`config.mk`:
```
export PLATFORM = sky130hd
export DESIGN_NAME = memory_arbiter
export DESIGN_NICKNAME = d
export VERILOG_FILES = /design/src/rtl/memory_arbiter.sv
export SDC_FILE = /design/constraint.sdc
export NUM_CORES = 1
export LEC_CHECK = 0
export BUFFER_PORTS_ARGS = -buffer_cell sky130_fd_sc_hd__buf_2
export CAP_MARGIN = 20
export CORE_MARGIN = 5
export CORE_UTILIZATION = 47
export CTS_CLUSTER_DIAMETER = 40
export DETAILED_ROUTE_END_ITERATION = 10
export PLACE_DENSITY = 0.8
export SYNTH_ARGS = -nofsm -noshare
export SYNTH_HDL_FRONTEND = slang
export SYNTH_SLANG_ARGS = --single-unit
export TNS_END_PERCENT = 1
```
`constraint.sdc`:
```
create_clock -name CLK -period 5.75 [get_ports CLK]
set_input_delay 0.575 -clock CLK [delete_from_list [all_inputs] [get_ports CLK]]
set_output_delay 0.575 -clock CLK [all_outputs]
set_load 0.02 [all_outputs]
```
`src/rtl/memory_arbiter.sv`:
```
// memory_arbiter: shares one RAM port between instruction fetch and data access.
// Round-robin on contention, bounded wait per access, sticky fault flag.
module memory_arbiter #(
  parameter logic [7:0] TIMEOUT = 8'd255
) (
  input  logic        CLK,
  input  logic        RST,
  input  logic        iREN,
  input  logic [31:0] iaddr,
  output logic [31:0] iload,
  output logic        ihit,
  input  logic        dREN,
  input  logic        dWEN,
  input  logic [31:0] daddr,
  input  logic [31:0] dstore,
  output logic [31:0] dload,
  output logic        dhit,
  output logic        ramREN,
  output logic        ramWEN,
  output logic [31:0] ramaddr,
  output logic [31:0] ramstore,
  input  logic [31:0] ramload,
  input  logic        ramready,
  input  logic        ramerror,
  output logic        fault
);

  typedef enum logic [1:0] {S_IDLE, S_IACC, S_DACC, S_RESP} state_e;
  typedef enum logic {GNT_INSTR, GNT_DATA} grant_e;

  state_e      state_q, state_d;
  grant_e      last_q, last_d;
  logic [31:0] addr_q, addr_d;
  logic [31:0] store_q, store_d;
  logic        wr_q, wr_d;
  logic [7:0]  cnt_q, cnt_d;
  logic [31:0] iload_q, iload_d;
  logic [31:0] dload_q, dload_d;
  logic        fault_q, fault_d;
  logic        d_req;

  assign d_req = dREN | dWEN;

  always_ff @(posedge CLK or posedge RST) begin
    if (RST) begin
      state_q <= S_IDLE;
      last_q  <= GNT_INSTR;
      addr_q  <= '0;
      store_q <= '0;
      wr_q    <= 1'b0;
      cnt_q   <= '0;
      iload_q <= '0;
      dload_q <= '0;
      fault_q <= 1'b0;
    end else begin
      state_q <= state_d;
      last_q  <= last_d;
      addr_q  <= addr_d;
      store_q <= store_d;
      wr_q    <= wr_d;
      cnt_q   <= cnt_d;
      iload_q <= iload_d;
      dload_q <= dload_d;
      fault_q <= fault_d;
    end
  end

  always_comb begin
    state_d = state_q;
    last_d  = last_q;
    addr_d  = addr_q;
    store_d = store_q;
    wr_d    = wr_q;
    cnt_d   = cnt_q;
    iload_d = iload_q;
    dload_d = dload_q;
    fault_d = fault_q;
    case (state_q)
      S_IDLE: begin
        // last_q also tags which requester the following RESP answers
        if (d_req && (!iREN || last_q == GNT_INSTR)) begin
          state_d = S_DACC;
          last_d  = GNT_DATA;
          addr_d  = daddr;
          store_d = dstore;
          wr_d    = dWEN;
          cnt_d   = '0;
        end else if (iREN) begin
          state_d = S_IACC;
          last_d  = GNT_INSTR;
          addr_d  = iaddr;
          wr_d    = 1'b0;
          cnt_d   = '0;
        end
      end
      S_IACC, S_DACC: begin
        if (ramerror) begin
          state_d = S_RESP;
          fault_d = 1'b1;
        end else if (ramready) begin
          state_d = S_RESP;
          if (state_q == S_IACC)
            iload_d = ramload;
          else if (!wr_q)
            dload_d = ramload;
        end else if (cnt_q == TIMEOUT) begin
          state_d = S_RESP;
          fault_d = 1'b1;
        end else begin
          cnt_d = cnt_q + 8'd1;
        end
      end
      S_RESP:  state_d = S_IDLE;
      default: state_d = S_IDLE;
    endcase
  end

  assign ramREN   = (state_q == S_IACC) || (state_q == S_DACC && !wr_q);
  assign ramWEN   = (state_q == S_DACC) && wr_q;
  assign ramaddr  = addr_q;
  assign ramstore = store_q;
  assign ihit     = (state_q == S_RESP) && (last_q == GNT_INSTR);
  assign dhit     = (state_q == S_RESP) && (last_q == GNT_DATA);
  assign iload    = iload_q;
  assign dload    = dload_q;
  assign fault    = fault_q;

endmodule

```
---- Yosys cells after proc, flatten, opt, wreduce, memory -nomap -nowiden ----
Index checks and enable logic that the tools add are counted.
storage, ports and cells
  flip-flop bits (word level) ............. 141
  input bits .............................. 135
  logic and storage cells ................. 66
cells by class
  add/subtract/negate cells ............... 1
  eq/ne operators ......................... 10
  multiplexer cells ....................... 20
  bitwise logic cells ..................... 5
  reduce and logical (&&, ||, !) cells .... 21
operator list
  operator                                                               count
  32-bit 2-to-1 mux                                                      2
  8-bit 2-to-1 mux                                                       5
  8-bit one-hot mux with 2 select lines                                  1
  2-bit 2-to-1 mux                                                       5
  5-bit AND reduction                                                    2
  8-bit by 1-bit adder with 8-bit output, second input constant          1
  8-bit equality test, second input constant                             1
  1-bit 2-to-1 mux                                                       6
  2-bit != test, second input constant                                   3
  2-bit one-hot mux with 3 select lines                                  1
  2-bit AND reduction                                                    3
  2-bit nonzero test                                                     3
  1-bit logical AND                                                      5
  2-bit equality test, second input constant                             2
  4-bit != test, second input constant                                   1
  1-bit NOT                                                              4
  4-bit AND reduction                                                    1
  3-bit != test, second input constant                                   1
  3-bit AND reduction                                                    1
  2-bit by 1-bit equality test with 1-bit output, second input constant  1
  1-bit zero test                                                        2
  2-bit zero test                                                        1
  1-bit logical OR                                                       2
  2-bit by 1-bit != test with 1-bit output, second input constant        1
  2 further kinds                                                        2

---- Longest topological paths before layout ----
Gate-level depths: netlist (run 1).
  word-level depth ........................ 5
  gate-level depth with buffers ........... 8
  depth with buffers taken out ............ 6

---- Worst setup path after synthesis (run 1) ----
Ideal clock, no wire load.
  path type ............................... register to register
  start ................................... reg state_q[1]
  end ..................................... reg cnt_q[5]
  data arrival time ....................... 1.755 ns
  data required time ...................... 5.624 ns
  slack ................................... 3.868 ns
  cell stages (with the launch flop) ...... 9
  buffers on the path ..................... 2
  cells stage by stage .................... dfrtp_1 > inv_1 > ha_1 > buf_4 > or4b_1 > buf_2 > nand3_1 > nor2_1 > a311o_1
between the ends
  word-level cells in the longest chain between the ends .. 4
  elaborated cells between the ends (all ways) .. 11
RTL lines
  item                                                                                   RTL line  source
  from (decl)                                                                            31        state_e state_q, state_d;
  from (signal assigned)                                                                 56        state_q <= state_d;
  2-bit by 1-bit equality test with 1-bit output or 2-bit equality test (tied branches)  78        case (state_q)
  2-bit OR reduction                                                                     78
  2-bit != test (no line) or 2-bit nonzero test (tied branches)                          -
  5-bit AND reduction (no line)                                                          -
  to (signal assigned)                                                                   61        cnt_q <= cnt_d;
  to (decl)                                                                              36        logic [7:0] cnt_q, cnt_d;
Several ways; a longest one is shown, not always the timed one.
A chain may end at the register's enable or synchronous reset.

---- Worst setup path after layout (run 1) ----
  start ................................... reg state_q[1]
  end ..................................... reg cnt_q[6]
Same word-level chain as after synthesis.

==> results of run 1 <==
## cell usage in the layout, fill, tap and decap left out, types with 2 or more instances in the layout
| cell | instances |
|---|---|
| mux2_2 | 97 |
| and2_1 | 4 |
| nor2_1 | 5 |
| buf_4 | 5 |
| a311o_1 | 3 |
| clkbuf_16 | 17 |
| a21oi_1 | 5 |
| dfrtp_1 | 141 |
| mux2i_1 | 32 |
| nor3_1 | 3 |
| nor4b_2 | 2 |
| o22a_1 | 3 |
| inv_1 | 6 |
| bufinv_16 | 3 |
| buf_2 | 267 |
| nand2_1 | 42 |
| clkinvlp_4 | 3 |
| clkinv_2 | 3 |
| inv_6 | 2 |
| o211ai_1 | 3 |
| clkbuf_1 | 2 |
| clkbuf_8 | 3 |
| o21ai_0 | 34 |
| nand3_1 | 5 |
| nor2b_1 | 3 |
| ha_1 | 7 |
| o22ai_1 | 2 |
## where the power goes
part	switching (µW)	leakage (µW)	internal (µW)
sequential	265	0.00171	1480
combinational	1280	0.00210	869
clock	400	0.000293	716
## cell type report
| type | count | area, µm² | area share (%) |
|---|---|---|---|
| inverter | 7 | 31.3 | 0.389 |
| sequential | 141 | 3530 | 43.8 |
| clock inverter | 10 | 136 | 1.69 |
| tap | 172 | 215 | 2.67 |
| clock buffer | 22 | 474 | 5.89 |
| multi-input combinational | 271 | 2290 | 28.5 |
| timing repair buffer | 272 | 1370 | 17.1 |
## metrics by stage
stage	std cells	hold WS (ns)	instance area [µm²]	power (µW)
finish	895	0.280	8050	5010
global placement	863	0.452	7440	3830
global route	895	0.322	8050	5320
floorplan	443	0.485	5930	3160
CTS	895	0.315	8050	5070
detailed placement	863	0.458	7440	3940
## how the worst max path moves through the flow
stage / cells after the start / slack (ns) / to / startpoint
after global placement: 6 / 3.66 / cnt_q[5] / state_q[0]
after CTS: 6 / 3.58 / cnt_q[5] / state_q[1]
after detailed placement: 6 / 3.58 / cnt_q[5] / state_q[1]
after floorplan: 1 / 1.39 / cnt_q[0] / RST
after global routing: 6 / 3.45 / cnt_q[7] / state_q[0]
final: 6 / 3.58 / cnt_q[6] / state_q[1]
## metal layers
| layer | track usage [%] | vias to the layer above |
|---|---|---|
| li1 | - | 2111 |
| met5 | 0 | - |
| met1 | 24.9 | 2098 |
| met4 | 8.12 | 0 |
| met2 | 32.8 | 217 |
| met3 | 6.54 | 23 |
## registers in the layout, indices dropped and copies added, names as in the netlist
register,cells
wr_q,1
dload,32
state_q,2
last_q,1
ramstore,32
fault,1
cnt_q,8
ramaddr,32
iload,32
## cells by family (layout without fill, tap and decap cells)
kind of cell	after synthesis	in the layout
muxes	129	129
and+or+nand+nor	73	73
buffers and inverters	31	311
adders and majority gates	7	7
DFF	141	141
AOI/OAI and AO/OA	62	62
==> metrics.md, run 1 <==
| Metric | Value |
|---|---|
| HP Class | in2async |
| Sequential-to-total area share from yosys stat | 59.5% |
| Routability cong. | 0.767 |
| Drt total wl | 15000 µm |
| Wire per inst | 16.7 µm |
| Synth Register Bits | 141 |
| IO Pins | 268 |
| Mean post-synth cell area | 13.4 µm² |
| Final setup vio count | 0 |
| Min cycle time layout | 2.17 ns |
| Relative slew margins | 49.5% |
| Cell Pwr Density | 622 nW/µm² |
| Required @ worst endpoint | 6.04 ns |
| Run status | completed |
| Mux cell area share after synthesis | 23.8% |
| GRT Util Overall | 20.2% |
| Distinct cells, synth | 42 |
| Num rows | 41 |
| Largest family of logic cells by synthesized area | multiplexers |
| Routed wl met3 | 1310 µm |
| Max incr delay on CP | 0.62 ns |
| Clock transition at path regs | 0.06 ns |
| Synth top area share | 59.5% |
| Die Area | 15000 µm² |
| Drt first pass iters | 4 |
| Core footprint | 12500 µm² |
| Main synth FF type | dfrtp_1 |
| Synth area leaders | dfrtp_1 59%, mux2_2 18%, mux2i_1 5.4% |
| Diode count | 0 |
| Crit share post-route | 37.7% |
| Vias in the first global route | 4683 |
| Largest net degree at the start of global routing | 80 |
| Via/cell ratio | 4.97 |
| Final Core Density | 64.3% |
| Least-Margin Pin Slew | 0.755 ns |
| Syn. warnings | 0 |
| Synth Area in Simple Gates | 6.20% |
| Area Growth Syn to Fin | 35.7% |
| Final hold vios | 0 |
| Worst Path Class, Setup | reg2reg |
| Mapped cell area | 5930 µm² |
| Chip height | 122 µm |
| Leak | 0.00410 µW |
| Post-synthesis compound-gate area fraction | 6.62% |
| DR vias | 4449 |
| Slowest cell on the critical path | or4b_1 |
| WP buf/inv | 1 |
| CP cell instances | inv_1 -> ha_1 -> or4b_1 -> o21ai_2 -> nor3_1 -> o22a_1 |
| Met1 WL | 6090 µm |
| Post-cts resize count | 0 |
| Hold buffers post-CTS | 0 |
| Post-synthesis async set-or-reset flop share | 100% |
| Startpoint types | flip-flop |
| Reg2reg end | cnt_q[6] |
| CP endpoint kind | flip-flop |
| Post-synth top area cell | dfrtp_1 |
| Clock tree buffer depth | 2 |
| Place WS | 3.58 ns |
| TritonCTS Sinks | 141 |
| Post-Synth XOR/XNOR Area | 0% |
| H-tree levels | 4 |
| Post-Synth Adder-Cell Area | 1.48% |
| CTS tree | built |
| Synth top cells by count | 141 x dfrtp_1, 97 x mux2_2, 42 x nand2_1, 34 x o21ai_0, 32 x mux2i_1 |
| Post-Synthesis Cells | 443 |
| Worst skew pair latency | 0.41 ns |
| Top sig layer | met4 |
| Setup repair bufs after CTS | 0 |
| Nets | 852 |
| Final worst-path setup slack | 3.58 ns |
| Routed wl met2 | 7290 µm |
| Top-count cell post-synth | dfrtp_1 |
| GRT overflow | 0 |
| Die W | 122 µm |
| Slack of the worst reg-to-reg path | 3.58 ns |
| Slew Viols, Final | 0 |
| Fmax achieved | 0.461 GHz |
| Crit-path max FO | 9 |
| Post-route setup TNS | 0 ns |
| EDFF count, synth | 0 |
| Worst R2R Start | state_q[1] |
| Fin Clk Skew | 0.00369 ns |
| Share of cells above drive strength 1 | 56.4% |
| Unrepaired setup endpoints after global routing | false |
| Initial antenna violation count | 0 |
| DR DRC count | 0 |
| Starting Density | 47.4% |
| Worst Path Arrival | 2.46 ns |
| Worst reg-to-reg path cell count | 6 |
| Clk root buf | clkbuf_16 |
| Antenna viol nets, final | 0 |
| First-pass GRT wire length | 23200 µm |
| Max-Cap Viols | 0 |
| CP delay by family, top | simple AND/OR/NAND/NOR gates |
| Cts bufs inserted | 17 |
| Largest vdd supply drop | 0.269 mV |
| Port Buffers | 267 |
| Post-Synthesis Net Count | 585 |
| HPWL after detailed placement | 11400 µm |
| Starting DRT DRC Count | 263 |
| Fillers | 999 |
Note: power is estimated with default switching activity, not from simulation.
==> run 2, diff against run 1 <==
- clock period: 5.75 -> 2.25 ns (I/O delays scaled with it)
==> run 2 against run 1 <==
Against the previous run: sequential share of layout area decreased by 0.53 points; final area increased by 1.2%; die area unchanged; first-iteration DRC count decreased by 28%; global-route usage about the same; largest cell class unchanged.
==> metrics.md, run 2 (synthesis gave the netlist of run 1 again) <==
| Metric | Value |
|---|---|
| Initial antenna violation count | 1 |
| Final Core Density | 65.1% |
| Worst skew pair latency | 0.42 ns |
| Worst R2R Start | state_q[0] |
| Multi-input logic area | 2290 µm² |
| Most frequent cells in the layout | 267 x buf_2, 141 x dfrtp_1, 97 x mux2_2 |
| GRT overflow | 0 |
| Hold buffers post-CTS | 1 |
| Largest vdd supply drop | 0.787 mV |
| Fillers | 973 |
| Slack of the worst reg-to-reg path | 0.19 ns |
| Critical path destination | cnt_q[5] |
| DR DRC count | 0 |
| Core footprint | 12500 µm² |
| HP Class | in2reg |
| Reg2reg end | cnt_q[5] |
| Worst setup path start | state_q[0] |
| Slew Viols, Final | 0 |
| Worst reg-to-reg path cell count | 6 |
| Cts bufs inserted | 17 |
| Drt total wl | 15100 µm |
| Chip height | 122 µm |
| Startpoint types | flip-flop |
| Fin Clk Skew | 0.0108 ns |
| Clk root buf | clkbuf_16 |
| Setup repair bufs after CTS | 0 |
| Antenna viol nets, final | 0 |
| Post-cts resize count | 0 |
| Routability cong. | 0.830 |
| Worst Path Arrival | 2.35 ns |
| Commonest non-fill, non-tap cell in the layout | buf_2 |
| Fmax achieved | 0.484 GHz |
| Final hold vios | 0 |
| Port Buffers | 267 |
| Clock transition at path regs | 0.06 ns |
| IO Pins | 268 |
| Crit-path max FO | 7 |
| CTS tree | built |
| Required @ worst endpoint | 2.54 ns |
| Leak | 0.00414 µW |
| Least-Margin Pin Slew | 0.618 ns |
| HPWL after detailed placement | 11600 µm |
| Cell Pwr Density | 1580 nW/µm² |
| Share of cells above drive strength 1 | 56.7% |
| Max-Cap Viols | 0 |
| H-tree levels | 4 |
| Clock tree buffer depth | 2 |
| DR vias | 4565 |
| Num rows | 41 |
| Drt first pass iters | 4 |
| Sequential cell area | 3530 µm² |
| Final hold slack | 0.0403 ns |
| Run status | completed |
| TritonCTS Sinks | 141 |
| Largest net degree at the start of global routing | 92 |
| Nets | 859 |
| CP endpoint kind | flip-flop |
| First-pass GRT wire length | 23400 µm |
| Vias in the first global route | 4761 |
| Final setup vio count | 0 |
| Unrepaired setup endpoints after global routing | false |
| Post-route setup TNS | 0 ns |
| Worst Path Class, Setup | reg2reg |
| Starting DRT DRC Count | 189 |
| Crit share post-route | 91.8% |
| Starting Density | 47.4% |
| Min cycle time layout | 2.06 ns |
| Relative slew margins | 58.8% |
| Wire per inst | 16.7 µm |
| Diode count | 0 |
| Via/cell ratio | 5.06 |
| GRT Util Overall | 20.2% |
| Die W | 122 µm |
| Die Area | 15000 µm² |
| Area Growth Syn to Fin | 37.3% |
-- run 2: changes by cell type in the layout (fill, tap and decap cells not counted) --
| cell | before | now |
|---|---|---|
| buf_8 | 0 | 1 |
| clkinvlp_4 | 3 | 4 |
| buf_12 | 0 | 4 |
| dlygate4sd3_1 | 0 | 1 |
| inv_6 | 2 | 1 |
| inv_8 | 0 | 1 |
| clkinv_4 | 0 | 2 |
| buf_4 | 5 | 6 |
| clkbuf_8 | 3 | 0 |
-- run 2: worst min path at each step --
| stage | startpoint | to | cells past startpoint | slack (ns) |
|---|---|---|---|---|
| 2_1_floorplan | ramload[30] | iload[30] | 1 | 0.38 |
| 3_3_place_gp | RST | iload[6] | 3 | 0.41 |
| 3_5_place_dp | RST | iload[6] | 3 | 0.42 |
| 4_1_cts | dstore[7] | ramstore[7] | 2 | 0.02 |
| 5_1_grt | dstore[20] | ramstore[20] | 2 | 0.02 |
| 6_report | dstore[20] | ramstore[20] | 2 | 0.04 |
-- run 2: area by class of cell --
cell class                      instances  area share [%]
Sequential cell                       141            43.3
Multi-Input combinational cell        271            28.1
Timing Repair Buffer                  279            18.2
Clock buffer                           19            5.31
Tap cell                              172            2.64
Clock inverter                         13            2.03
Inverter                                7           0.368
-- run 2: routing by layer --
metal	GRT usage (%)	vias up	routed length, µm
li1	-	2130	-
met1	22.7	2183	5680
met2	35.1	224	7590
met3	7.10	26	1470
met4	7.84	2	332
met5	0	-	13
-- run 2: where the power goes --
group	internal [µW]	total [µW]	leakage, µW	switching (µW)
combinational	2330	5660	0.00215	3330
clock	1750	2810	0.000285	1060
sequential	3770	4420	0.00171	653
total	7840	12900	0.00414	5040
-- run 2: critical path, cell delays in order (launching register included) --
cell     delay (ns)
dfrtp_1        0.43
inv_1          0.14
ha_1           0.26
or4b_1         0.60
nand3_1        0.14
nor2_1         0.04
a311o_1        0.33
-- run 2: stage by stage --
step                area (µm²)  total power [µW]  instances  worst slack [ns]
floorplan                 5940              8070        443             0.262
global placement          7530              9910        868             0.286
detailed placement        7530             10200        868             0.202
CTS                       8140             13000        901             0.198
global route              8150             13700        902            0.0883
finish                    8150             12900        902             0.185
